==> src/rtl/addsub_arbiter.sv <==
// Two-requester round-robin front end for a shared ripple add/subtract datapath.
// One operation per grant: operands latched on grant, result and flags registered one cycle later.
//
// state | meaning
// IDLE  | waiting for req0/req1; arbitrates and grants on the same edge
// EXEC  | latched operands drive the adder chain; result captured on exit
// RESP  | done pulse to the winner; pointer updated for the next tie
module addsub_arbiter #(
  parameter int WIDTH = 6
) (
  input  logic             clock,
  input  logic             reset,
  input  logic             req0,
  input  logic             op0,
  input  logic [WIDTH-1:0] a0,
  input  logic [WIDTH-1:0] b0,
  input  logic             req1,
  input  logic             op1,
  input  logic [WIDTH-1:0] a1,
  input  logic [WIDTH-1:0] b1,
  output logic             gnt0,
  output logic             gnt1,
  output logic             done0,
  output logic             done1,
  output logic [WIDTH-1:0] s,
  output logic             cout,
  output logic             zero,
  output logic             busy
);

  typedef enum logic [1:0] {IDLE, EXEC, RESP} state_t;

  state_t           state;
  logic             op_r;
  logic [WIDTH-1:0] a_r;
  logic [WIDTH-1:0] b_r;
  logic             win;
  logic             last;
  logic             pick1;
  logic [WIDTH-1:0] bx;
  logic [WIDTH-1:0] sum;
  logic [WIDTH:0]   c;

  // last = requester that won most recently; on a tie the other one goes
  assign pick1 = req1 & (~req0 | ~last);

  // subtract is a + ~b + 1: invert b and feed op in as the carry-in
  assign bx = b_r ^ {WIDTH{op_r}};

  always_comb begin
    sum  = '0;
    c    = '0;
    c[0] = op_r;
    for (int i = 0; i < WIDTH; i++) begin
      sum[i]   = a_r[i] ^ bx[i] ^ c[i];
      c[i+1]   = (a_r[i] & bx[i]) | (c[i] & (a_r[i] ^ bx[i]));
    end
  end

  always_ff @(posedge clock or posedge reset) begin
    if (reset) begin
      state <= IDLE;
      op_r  <= 1'b0;
      a_r   <= '0;
      b_r   <= '0;
      win   <= 1'b0;
      last  <= 1'b1;
      s     <= '0;
      cout  <= 1'b0;
      zero  <= 1'b0;
      gnt0  <= 1'b0;
      gnt1  <= 1'b0;
      done0 <= 1'b0;
      done1 <= 1'b0;
      busy  <= 1'b0;
    end else begin
      gnt0  <= 1'b0;
      gnt1  <= 1'b0;
      done0 <= 1'b0;
      done1 <= 1'b0;
      case (state)
        IDLE: begin
          if (req0 | req1) begin
            win   <= pick1;
            op_r  <= pick1 ? op1 : op0;
            a_r   <= pick1 ? a1 : a0;
            b_r   <= pick1 ? b1 : b0;
            gnt0  <= ~pick1;
            gnt1  <= pick1;
            busy  <= 1'b1;
            state <= EXEC;
          end
        end
        EXEC: begin
          s     <= sum;
          cout  <= c[WIDTH];
          zero  <= (sum == '0);
          done0 <= ~win;
          done1 <= win;
          state <= RESP;
        end
        RESP: begin
          last  <= win;
          busy  <= 1'b0;
          state <= IDLE;
        end
        default: begin
          busy  <= 1'b0;
          state <= IDLE;
        end
      endcase
    end
  end

endmodule

==> config.mk <==
export PLATFORM = sky130hd
export DESIGN_NAME = addsub_arbiter
export DESIGN_NICKNAME = d
export VERILOG_FILES = /design/src/rtl/addsub_arbiter.sv
export SDC_FILE = /design/constraint.sdc
export NUM_CORES = 1
export LEC_CHECK = 0
export BUFFER_PORTS_ARGS = -buffer_cell sky130_fd_sc_hd__buf_2
export CORE_MARGIN = 3
export CORE_UTILIZATION = 30
export CTS_CLUSTER_SIZE = 14
export DETAILED_ROUTE_END_ITERATION = 12
export GPL_ROUTABILITY_DRIVEN = 0
export GPL_TIMING_DRIVEN = 0
export PLACE_DENSITY = 0.55
export SYNTH_ARGS = -nofsm -noshare
export SYNTH_HDL_FRONTEND = slang
export SYNTH_SLANG_ARGS = --single-unit
==> constraint.sdc <==
create_clock -name clock -period 4.35 [get_ports clock]
set_input_delay 0.2175 -clock clock [delete_from_list [all_inputs] [get_ports clock]]
set_output_delay 0.2175 -clock clock [all_outputs]
set_load 0.02 [all_outputs]
# Word-level counts from Yosys, hierarchy flattened
# Index checks and enable logic that the tools add are counted.
# totals
ff_bits,30
inputBits,30
out_inout_bits,13
elab_cells,73
# classes
eq_ne,3
mux,13
bitwise,39
n_reduce_logical,4
# ops
cell,n
AND 1 bit,13
2-to-1 mux 6 bit,2
XOR 1 bit,12
2-to-1 mux 1 bit,8
OR 1 bit,8
logical NOT 6 bit,1
XOR 6 bit,1
NOT 1 bit,5
one-hot mux 2 bit (2 select lines),1
AND reduction 2 bit,2
"equality test 2 x 1 -> 1 bit, second input constant",1
"equality test 2 bit, second input constant",1
logical NOT 2 bit,1
2-to-1 mux 2 bit,1
"inequality test 2 bit, second input constant",1
one-hot mux 1 bit (2 select lines),1

# Depth between registers and ports, before layout
# logic_depth
word_depth,14
depth_mapped,12
mapped_depth_nobuf,11

# Worst setup path after synthesis
# No wires, ideal clock.
# synth_timing
path_kind,register -> register
startpoint,register op_r
endpoint,register zero
setup_time_ps,83
t_arrival_ps,3175
t_required_ps,4267
path_slack_ps,1093
path_stages_with_launch,13
path_buffers,1
period_less_slack_ps,3257
path_cell_list,dfrtp_1 > clkbuf_1 > xnor2_1 > fa_1 > inv_1 > fa_1 > inv_1 > fa_1 > fa_1 > inv_1 > fa_1 > or4_1 > o21ai_0
# synth_between
elab_chain_cells,14
# synth_rtl
element,line,source
from (decl),34,logic op_r;
from (signal assigned),85,op_r <= pick1 ? op1 : op0;
XOR 6 bit,48,assign bx = b_r ^ {WIDTH{op_r}};
XOR 1 bit,56,c[i+1] = (a_r[i] & bx[i]) | (c[i] & (a_r[i] ^ bx[i]));
AND 1 bit,56,
OR 1 bit,56,
AND 1 bit,56,
OR 1 bit,56,
AND 1 bit,56,
OR 1 bit,56,
AND 1 bit,56,
OR 1 bit,56,
AND 1 bit,56,
OR 1 bit,56,
XOR 1 bit *,55,sum[i] = a_r[i] ^ bx[i] ^ c[i];
named net sum[5],41,logic [WIDTH-1:0] sum;
logical NOT 6 bit *,97,zero <= (sum == '0);
to (signal assigned),97,
to (decl),27,"output logic zero,"
# Mark *: on every way through the listed nets, which the timed path passes. The rest lies on a longest branch.
# A chain may end at the register's enable or synchronous reset.

# Final worst setup path
# Same ends and word-level chain as after synthesis.

==> flow_metrics.tcl <==
set metrics [dict create \
    htreeDepth 2 \
    clock-sinks 30 \
    start_util 0.323 \
    chipWidth_um 75.9 \
    drc 0 \
    yosysTopAreaCell "dfrtp_1" \
    yosys_warnings 0 \
    min_path_type "in2async" \
    cp-end-kind "register" \
    peakVddDrop_mv 0.286 \
    dieArea_um2 5750 \
    start_kind "register" \
    grt_pass1_wl_um 4600 \
    clk_latency_ns 0.28 \
    status "completed" \
    yosys-top-cells-count "dfrtp_1 (29), mux2_2 (16), nand2_1 (13)" \
    yosysMostFrequentCell "dfrtp_1" \
    fin_tns_setup_ns 0 \
    vias 959 \
    rsz0062_at_grt "no" \
    synth_top_area_frac 0.496 \
    nets 200 \
    path_clk_slew_ns 0.06 \
    ys_seq_elements 30 \
    clockBufferDepth 2 \
    grt_usage 0.112 \
    synth_nets 151 \
    synthCells 116 \
    root_buffer "clkbuf_8" \
    core_area_um2 4530 \
    required_ns 4.55 \
    row_count 24 \
    slew_headroom 0.261 \
    reg2reg_depth 12 \
    cts_tree "yes" \
    final-seq-area_um2 752 \
    power_density_nw_per_um2 797 \
    postSynthAreaPerCell_um2 12.6 \
    synthFlopType "dfrtp_1" \
    synth_edf_count 0 \
    period_minus_slack_ns 3.48 \
    numPortBuffers 42 \
    cts_made_buffers 5 \
    synth_area_leaders "dfrtp_1 (50%), mux2_2 (12%), fa_1 (6.8%), mux2_4 (5.1%), mux2i_1 (4.8%)" \
    drtAntennaViolNets 0 \
    drv_slew 0 \
    hold_viol 0 \
    die_y_um 75.9 \
    finalCritPeriodShare 0.801 \
    netlist_area_um2 1460 \
    crit_start "op_r" \
    crit_fanout 7 \
    cap_violations 0 \
    first_iter_violations 35 \
    ios 43 \
    dr.pass1.iters 4 \
    viasPerCell 4.17 \
    antenna_found_initial 0 \
    worstMarginPinSlew_ns 1.11 \
    grt_max_degree 31 \
    whs_ns 0.216 \
    post_cts_resized 0 \
    fill_cells 461 \
    num_antenna_cells 0 \
    hold_buffers 0 \
    multiInputGateArea_um2 648 \
    p_leak_nw 0.935 \
    grt_pass1_vias 1046 \
    arrival_ns 3.68 \
    yosys.cell_types.count 23 \
    wl_per_cell_um 12.7 \
    wl_um 2910 \
    syn2layout_area_growth_pct 25.3 \
    drive_gt1_frac 0.461 \
    fmax_ghz 0.287 \
    critPathKind "reg2reg" \
    ys_async_sr_fraction 1.00 \
    post_cts_buffers 0 \
    grt-ovfl-total 0 \
    hpwlAfterDp_um 2310 \
    r2r-start "op_r" \
    fin_skew_ns 0.00289 \
    setup_viol 0 \
    synth-seq-area-share 0.514 \
]
worst max-delay path, stage by stage (launching register included):
cell,delay (ns)
dfrtp_1,0.32
clkbuf_1,0.32
xnor2_1,0.17
fa_1,0.40
inv_1,0.07
fa_1,0.16
inv_1,0.05
fa_1,0.39
fa_1,0.37
inv_1,0.07
fa_1,0.42
or4_1,0.52
o21ai_0,0.15
through the flow:
stage | util | cell area (µm²) | std cells | power [mW] | setup WS (ns)
2_1_floorplan | - | 1460 | 116 | 1.06 | 1.09
3_3_place_gp | 0.387 | 1760 | 223 | 1.25 | 0.918
3_5_place_dp | 0.387 | 1760 | 223 | 1.28 | 0.874
4_1_cts | 0.405 | 1830 | 230 | 1.49 | 0.858
5_1_grt | 0.405 | 1830 | 230 | 1.60 | 0.694
6_report | 0.405 | 1830 | 230 | 1.46 | 0.866
layout by cell type (no fill, tap or decap):
| master | netlist | layout |
|---|---|---|
| o21ai_2 | 1 | 1 |
| nand2b_1 | 2 | 2 |
| nand2_1 | 13 | 13 |
| a21boi_4 | 1 | 1 |
| xnor2_1 | 3 | 3 |
| dfrtp_1 | 29 | 29 |
| mux2i_1 | 7 | 7 |
| mux2_4 | 5 | 5 |
| nor2_1 | 6 | 6 |
| o21ai_0 | 5 | 5 |
| a21o_1 | 1 | 1 |
| dfstp_2 | 1 | 1 |
| nand3_1 | 1 | 1 |
| clkbuf_8 | 0 | 5 |
| fa_1 | 5 | 5 |
| mux2_2 | 16 | 16 |
| buf_4 | 1 | 1 |
| or4_1 | 1 | 1 |
| xor2_1 | 3 | 3 |
| and2_1 | 1 | 1 |
| inv_1 | 10 | 10 |
| clkbuf_1 | 2 | 2 |
| buf_6 | 1 | 1 |
| and2_2 | 1 | 1 |
| buf_2 | 0 | 42 |
| clkinv_2 | 0 | 2 |
logic make-up (layout without fill, tap and decap cells):
logic type,count (synthesis),count (layout),share of synthesized area
fa+ha+maj,5,5,0.0684
flops,30,30,0.514
compound gates,8,8,0.0410
xor+xnor,6,6,0.0359
simple gates,25,25,0.0752
mux,28,28,0.222
buf+inv,14,63,0.0436
final timing paths:
check,to,slack (ns)
setup / recovery,zero,0.87
hold / removal,done1,0.22
setup reg to reg,zero,0.87
hold reg to reg,zero,0.48
max in group asynchronous,b_r[5],3.47
min in group clock,a_r[3],0.23
where the power goes:
group	total, mW	internal, mW	switching [mW]	leakage [nW]
Combinational	0.755	0.341	0.414	0.529
Sequential	0.501	0.423	0.0783	0.362
Clock	0.205	0.107	0.0977	0.0438
Total	1.46	0.871	0.591	0.935
registers in the layout, summed over array words and instances, names as in the netlist, 2 cells and up:
| name | flops |
|---|---|
| state | 2 |
| s | 6 |
| a_r | 6 |
| b_r | 6 |
per-layer routing:
layer / vias up / global-route usage / share of wire
li1: 473 / - / -
met1: 450 / 0.131 / 0.44
met2: 31 / 0.182 / 0.49
met3: 5 / 0.0277 / 0.049
met4: 0 / 0.0757 / 0.024
met5: - / 0 / 0
cell type report:
class / instances / area share
Sequential cell: 30 / 0.410
Multi-Input combinational cell: 72 / 0.353
Timing Repair Buffer: 42 / 0.115
Tap cell: 65 / 0.0443
Clock buffer: 5 / 0.0375
Inverter: 10 / 0.0205
Buffer: 4 / 0.0143
Clock inverter: 2 / 0.00546
Power figures use the tool's default switching activity.
